$ cat src/rtl/alu_seq_ctrl.sv
// ---------------------------------------------------------------------------
// alu_seq_ctrl
//
// Multi-cycle controller for a small RV32I integer datapath. An instruction
// is accepted in IDLE and then walks DECODE -> EXEC -> DONE -> IDLE. The
// accepting cycle counts as cycle 1, so done is seen in cycle 4.
//
// Handshake:
//   - The word is latched when it is accepted and not sampled again.
//   - The decoded fields are registered at the end of DECODE.
//   - RegWrite is high for the EXEC cycle only.
//   - done and its qualifiers are high for the DONE cycle only.
//
// Optional feature:
//   ALU_SEQ_BRANCH_EN - when defined, BEQ/BNE are decoded and resolved from
//   the EQ flag. When undefined, opcode 1100011 is illegal and br_taken and
//   br_offset are tied to zero.
//
// Ports:
//   clk, rst_n          clock, synchronous active-low reset
//   instr_valid         an instruction word is offered on instr
//   instr_ready         controller is in IDLE and can accept a word
//   instr[31:0]         RV32I instruction word
//   EQ                  ALU equality flag from the datapath
//   RegWrite            register-file write enable (EXEC only)
//   ALUsrc              1 selects ImmOp as the second ALU operand
//   ALUctrl[2:0]        ADD=000 SUB=001 AND=010 OR=011 XOR=100 SLT=101
//   rs1, rs2, rd        register-file addresses
//   ImmOp[31:0]         sign-extended immediate
//   done                one-cycle pulse, instruction retired
//   illegal             with done: instruction unsupported, no effect
//   br_taken            with done: branch condition met
//   br_offset[31:0]     with done: sign-extended B-type offset
//   retired[CNT_W-1:0]  wrapping count of legal instructions retired
// ---------------------------------------------------------------------------
module alu_seq_ctrl #(
    parameter int CNT_W = 16
) (
    input  logic             clk,
    input  logic             rst_n,
    input  logic             instr_valid,
    output logic             instr_ready,
    input  logic [31:0]      instr,
    input  logic             EQ,
    output logic             RegWrite,
    output logic             ALUsrc,
    output logic [2:0]       ALUctrl,
    output logic [4:0]       rs1,
    output logic [4:0]       rs2,
    output logic [4:0]       rd,
    output logic [31:0]      ImmOp,
    output logic             done,
    output logic             illegal,
    output logic             br_taken,
    output logic [31:0]      br_offset,
    output logic [CNT_W-1:0] retired
);

    typedef enum logic [1:0] {
        IDLE   = 2'd0,
        DECODE = 2'd1,
        EXEC   = 2'd2,
        DONE   = 2'd3
    } state_t;

    localparam logic [6:0] OPC_OP     = 7'b0110011;
    localparam logic [6:0] OPC_OP_IMM = 7'b0010011;
    localparam logic [6:0] OPC_BRANCH = 7'b1100011;

    localparam logic [2:0] ALU_ADD = 3'b000;
    localparam logic [2:0] ALU_SUB = 3'b001;
    localparam logic [2:0] ALU_AND = 3'b010;
    localparam logic [2:0] ALU_OR  = 3'b011;
    localparam logic [2:0] ALU_XOR = 3'b100;
    localparam logic [2:0] ALU_SLT = 3'b101;

    state_t      state;
    logic [31:0] instr_q;
    logic        legal_q;

    logic        dec_legal;
    logic        dec_writes;
    logic        dec_alusrc;
    logic [2:0]  dec_aluctrl;
    logic [31:0] dec_imm;

    logic [6:0]  opcode;
    logic [2:0]  funct3;
    logic [6:0]  funct7;

    assign opcode = instr_q[6:0];
    assign funct3 = instr_q[14:12];
    assign funct7 = instr_q[31:25];

`ifdef ALU_SEQ_BRANCH_EN
    logic        dec_branch;
    logic [31:0] dec_boff;
    logic        branch_q;
    logic        bne_q;
    logic        br_taken_q;
    logic [31:0] br_offset_q;
`endif

    // Combinational decode of the latched word. Only the register stage at
    // the end of DECODE consumes it, so the outputs never see it directly.
    // A field combination that is not listed leaves dec_legal at 0.
    always_comb begin
        dec_legal   = 1'b0;
        dec_writes  = 1'b0;
        dec_alusrc  = 1'b0;
        dec_aluctrl = ALU_ADD;
        dec_imm     = '0;
`ifdef ALU_SEQ_BRANCH_EN
        dec_branch  = 1'b0;
        dec_boff    = {{19{instr_q[31]}}, instr_q[31], instr_q[7],
                       instr_q[30:25], instr_q[11:8], 1'b0};
`endif
        case (opcode)
            OPC_OP: begin
                dec_writes = 1'b1;
                case (funct3)
                    3'b000: begin
                        if (funct7 == 7'b0000000) begin
                            dec_legal   = 1'b1;
                            dec_aluctrl = ALU_ADD;
                        end else if (funct7 == 7'b0100000) begin
                            dec_legal   = 1'b1;
                            dec_aluctrl = ALU_SUB;
                        end
                    end
                    3'b111: begin
                        dec_legal   = (funct7 == 7'b0000000);
                        dec_aluctrl = ALU_AND;
                    end
                    3'b110: begin
                        dec_legal   = (funct7 == 7'b0000000);
                        dec_aluctrl = ALU_OR;
                    end
                    3'b100: begin
                        dec_legal   = (funct7 == 7'b0000000);
                        dec_aluctrl = ALU_XOR;
                    end
                    3'b010: begin
                        dec_legal   = (funct7 == 7'b0000000);
                        dec_aluctrl = ALU_SLT;
                    end
                    default: ;
                endcase
            end
            OPC_OP_IMM: begin
                dec_writes = 1'b1;
                dec_alusrc = 1'b1;
                dec_imm    = {{20{instr_q[31]}}, instr_q[31:20]};
                case (funct3)
                    3'b000: begin
                        dec_legal   = 1'b1;
                        dec_aluctrl = ALU_ADD;
                    end
                    3'b111: begin
                        dec_legal   = 1'b1;
                        dec_aluctrl = ALU_AND;
                    end
                    3'b110: begin
                        dec_legal   = 1'b1;
                        dec_aluctrl = ALU_OR;
                    end
                    3'b100: begin
                        dec_legal   = 1'b1;
                        dec_aluctrl = ALU_XOR;
                    end
                    3'b010: begin
                        dec_legal   = 1'b1;
                        dec_aluctrl = ALU_SLT;
                    end
                    default: ;
                endcase
            end
`ifdef ALU_SEQ_BRANCH_EN
            OPC_BRANCH: begin
                dec_branch  = 1'b1;
                dec_aluctrl = ALU_SUB;
                dec_imm     = dec_boff;
                dec_legal   = (funct3 == 3'b000) || (funct3 == 3'b001);
            end
`endif
            default: ;
        endcase
    end

    // Sequencer and all registered outputs.
    // RegWrite is armed on entry to EXEC and dropped on the edge that ends
    // EXEC, which is the edge on which the register file writes.
    // retired steps on entry to DONE, so the new count is visible together
    // with the done pulse.
    always_ff @(posedge clk) begin
        if (!rst_n) begin
            state       <= IDLE;
            instr_ready <= 1'b1;
            instr_q     <= '0;
            legal_q     <= 1'b0;
            RegWrite    <= 1'b0;
            ALUsrc      <= 1'b0;
            ALUctrl     <= '0;
            rs1         <= '0;
            rs2         <= '0;
            rd          <= '0;
            ImmOp       <= '0;
            done        <= 1'b0;
            illegal     <= 1'b0;
            retired     <= '0;
        end else begin
            case (state)
                IDLE: begin
                    if (instr_valid && instr_ready) begin
                        instr_q     <= instr;
                        instr_ready <= 1'b0;
                        state       <= DECODE;
                    end
                end
                DECODE: begin
                    rs1      <= instr_q[19:15];
                    rs2      <= instr_q[24:20];
                    rd       <= instr_q[11:7];
                    ImmOp    <= dec_imm;
                    ALUctrl  <= dec_aluctrl;
                    ALUsrc   <= dec_alusrc;
                    legal_q  <= dec_legal;
                    RegWrite <= dec_legal && dec_writes && (instr_q[11:7] != 5'd0);
                    state    <= EXEC;
                end
                EXEC: begin
                    RegWrite <= 1'b0;
                    done     <= 1'b1;
                    illegal  <= !legal_q;
                    if (legal_q) begin
                        retired <= retired + CNT_W'(1);
                    end
                    state    <= DONE;
                end
                DONE: begin
                    done        <= 1'b0;
                    illegal     <= 1'b0;
                    instr_ready <= 1'b1;
                    state       <= IDLE;
                end
                default: begin
                    state       <= IDLE;
                    instr_ready <= 1'b1;
                end
            endcase
        end
    end

`ifdef ALU_SEQ_BRANCH_EN
    // Branch resolution. EQ is sampled on the edge that ends EXEC.
    // The qualifiers are cleared again on the edge that ends DONE, so they
    // read as zero whenever done is low.
    always_ff @(posedge clk) begin
        if (!rst_n) begin
            branch_q    <= 1'b0;
            bne_q       <= 1'b0;
            br_taken_q  <= 1'b0;
            br_offset_q <= '0;
        end else begin
            case (state)
                DECODE: begin
                    branch_q <= dec_legal && dec_branch;
                    bne_q    <= funct3[0];
                end
                EXEC: begin
                    br_taken_q  <= branch_q && (bne_q ? !EQ : EQ);
                    br_offset_q <= branch_q ? dec_boff : '0;
                end
                default: begin
                    br_taken_q  <= 1'b0;
                    br_offset_q <= '0;
                end
            endcase
        end
    end

    assign br_taken  = br_taken_q;
    assign br_offset = br_offset_q;
`else
    logic unused_eq;
    assign unused_eq = EQ;
    assign br_taken  = 1'b0;
    assign br_offset = '0;
`endif

endmodule

$ cat config.mk
export PLATFORM = sky130hd
export DESIGN_NAME = alu_seq_ctrl
export DESIGN_NICKNAME = d
export VERILOG_FILES = /design/src/rtl/alu_seq_ctrl.sv
export SDC_FILE = /design/constraint.sdc
export NUM_CORES = 1
export LEC_CHECK = 0
export BUFFER_PORTS_ARGS = -buffer_cell sky130_fd_sc_hd__buf_2
export CELL_PAD_IN_SITES_DETAIL_PLACEMENT = 2
export CELL_PAD_IN_SITES_GLOBAL_PLACEMENT = 2
export CORE_UTILIZATION = 30
export DETAILED_ROUTE_END_ITERATION = 6
export PLACE_DENSITY_LB_ADDON = 0.05
export REMOVE_ABC_BUFFERS = 1
export SLEW_MARGIN = 20
export SYNTH_ARGS = -nofsm -noshare
export SYNTH_HDL_FRONTEND = slang
export SYNTH_SLANG_ARGS = --single-unit
$ cat constraint.sdc
create_clock -name clk -period 2.6 [get_ports clk]
set_input_delay 0.26 -clock clk [delete_from_list [all_inputs] [get_ports clk]]
set_output_delay 0.26 -clock clk [all_outputs]
set_load 0.05 [all_outputs]
==> flow_summary.yaml <==
detailed_routing:
  vias_per_cell: 4.53
  routed_wl_um: 10500
  route.detailed.drc: 0
  ant_nets: 0
  vias: 3217
  dr.pass1.iters: 4
  drt-initial-drc-count: 73
  routedWlPerCell_um: 14.8
placed_design:
  placed_cells: 693
  detailed_place_hpwl_um: 7320
  portBuffers: 105
  place_congestion: 0.714
yosys:
  synth-seq-area-share_pct: 45.3
  synth_area_um2: 3800
  synth_top_family_by_area: "simple AND/OR/NAND/NOR gates"
  avgSynthCellArea_um2: 8.32
  synth.distinct_cells: 39
  synth.area.mux_share_pct: 4.74
  synthArstFlopShare_pct: 0
  synthXorXnorAreaFrac_pct: 2.53
  synth_compound_area_share_pct: 9.67
  ys_warn_count: 0
  synth-edff-count: 0
  yosys.area_share.simple_pct: 21.8
  synthCells: 457
  synth_fa_ha_area_share_pct: 1.97
  ys_seq_elements: 86
  synth_flop_cell: "dfxtp_1"
pwr:
  powerDensity_nw_per_um2: 853
  peakVddDrop_uv: 265
  leakagePower_nw: 2.00
sta:
  tns_ps: 0
  maxSlewHeadroom_pct: 53.1
  fmax_mhz: 524
  worst_slew_pin_slew_ps: 702
  setup_viol: 0
  finalCriticalPeriod_ps: 1910
  hold_viol_final: 0
  post-route-period-util_pct: 73.4
  drv_slew: 0
  rsz0062_at_grt: "no"
  skew_ps: 9.29
clocking:
  hold_buffers: 0
  path_clk_slew_ps: 70
  cts_tree: "built"
  cts.sinks: 86
  cts_inserted_buffers: 9
  cts_root_buf: "clkbuf_16"
  clk_latency_ps: 340
  h-tree-depth: 3
  clock_path_buffers: 2
  cts_setup_buffers: 0
  cts-resized-gates: 0
setup_path:
  startpoint: "state[0]"
  end_kind: "flop"
  cp_data_required_time_ps: 2880
  cp-start-kind: "flop"
  reg2reg_from: "state[0]"
  rrSetupSlack_ps: 690
  reg2reg_to: "retired[15]"
  arrival_ps: 2190
  path_max_fanout: 6
  crit_type: "reg -> reg"
  r2r_cells: 6
floorplan:
  die-area_um2: 13100
  initial_core_util_pct: 31.3
  rows: 40
  ios: 140
  die_h_um: 115
  core_um2: 12200
  fp.dieW_um: 115
grt:
  grt_pass1_wl_um: 16900
  grt_use_total_pct: 16.8
  antenna_found_initial: 0
  grt_remaining_overflow: 0
  grt_pass1_vias: 3390
  grt_max_degree: 35
hold_path:
  whs_path_depth: 3
  hold_class: "in -> reg"
  hp-start: "instr[0]"
  holdPathEnd: "instr_q[0]"
finish:
  area.growth.synth_to_final_pct: 19.4
  final_cells: 710
  fin_nets: 578
  drive_gt1_share_pct: 24.6
run_status:
  status: "finished, final reports clean"
flow_run:
  maxCapViolCount: 0
## critical path: stages (launching register included)
cell,delay [ps]
dfxtp_1,340
inv_1,130
ha_1,190
and3_1,220
nand4_1,280
or4_1,550
a21oi_1,150
## flip-flops by register name, summed over array words and instances (netlist names)
name / flops
ALUsrc: 1
rs2: 5
state: 2
instr_ready: 1
RegWrite: 1
legal_q: 1
instr_q: 32
ImmOp: 12
done: 1
retired: 16
illegal: 1
rd: 5
ALUctrl: 3
rs1: 5
## synth_stat cells (all sizes together) (2+ instances only)
cell	n	share of area [%]
a21oi	54	7.1
a31oi	2	0.33
and3	2	0.33
buf	58	11
clkbuf	19	1.9
dfxtp	86	45
ha	6	2.0
inv	9	0.89
mux2i	18	4.7
nand2	77	7.6
nand2b	4	0.66
nand3	9	1.2
nand4	8	1.7
nor2	47	4.6
nor2b	13	2.1
nor3	5	0.66
nor4	4	0.66
o21ai	5	0.66
o22ai	2	0.33
o31ai	2	0.39
or3	4	0.72
or4	3	0.59
xnor2	7	1.6
xor2	4	0.92
## cells in the final DEF, fill, tap and decap left out, drive strengths merged, types with 7 or more instances in the layout
cell and instances:
nor2b 13, nand4 8, xnor2 7, nand2 77, nor2 47, mux2i 18, a21oi 54, clkbuf 13
inv 9, buf 113, dfxtp 86, conb 33, nand3 9
## how the worst max path moves through the flow
stage                  end  slack (ps)  cells after the start
2_1_floorplan    ImmOp[30]       -5180                      3
3_3_place_gp   retired[15]         790                      6
3_5_place_dp   retired[13]         720                      6
4_1_cts        retired[15]         690                      6
5_1_grt        retired[12]         440                      7
6_report       retired[15]         690                      6
## where the power goes
part | total [W] | internal (W) | switching [W] | leakage, nW
combinational | 0.00102 | 0.000309 | 0.000714 | 1.16
clock | 0.00130 | 0.000772 | 0.000524 | 0.144
sequential | 0.00155 | 0.00145 | 0.000105 | 0.698
total | 0.00387 | 0.00253 | 0.00134 | 2.00
## metrics by stage
stage	hold slack [ps]	area, um^2	util [%]	total power, W	worst slack [ps]
4_1_cts	144	4540	37.3	0.00395	688
3_3_place_gp	442	4250	34.9	0.00259	788
5_1_grt	156	4540	37.3	0.00410	443
6_report	150	4540	37.3	0.00387	691
2_1_floorplan	322	3430	-	0.00229	-5180
3_5_place_dp	451	4250	34.9	0.00263	721
## cells by family (layout without fill, tap and decap cells)
logic type	count (synthesis)	count (layout)
compound gates	69	69
xor+xnor	11	11
fa+ha+maj	6	6
buf+inv	86	138
flops	86	86
mux	18	18
other cells	1	34
simple gates	180	180
## per-layer routing
layer	wire length, um	track usage [%]	vias up
li1	-	-	1581
met1	4380	18.8	1526
met2	5350	30.6	96
met3	591	3.92	14
met4	177	7.01	0
met5	0	0	-
## layout make-up
class                           instances  area (um^2)
Antenna cell                            1         2.50
Clock buffer                           13          250
Clock inverter                          3         43.8
Fill cell                            1418         7620
Inverter                                9         33.8
Multi-Input combinational cell        317         1680
Sequential cell                        86         1720
Tap cell                              168          210
Timing Repair Buffer                  113          598
Note: power is estimated with default switching activity, not from simulation.
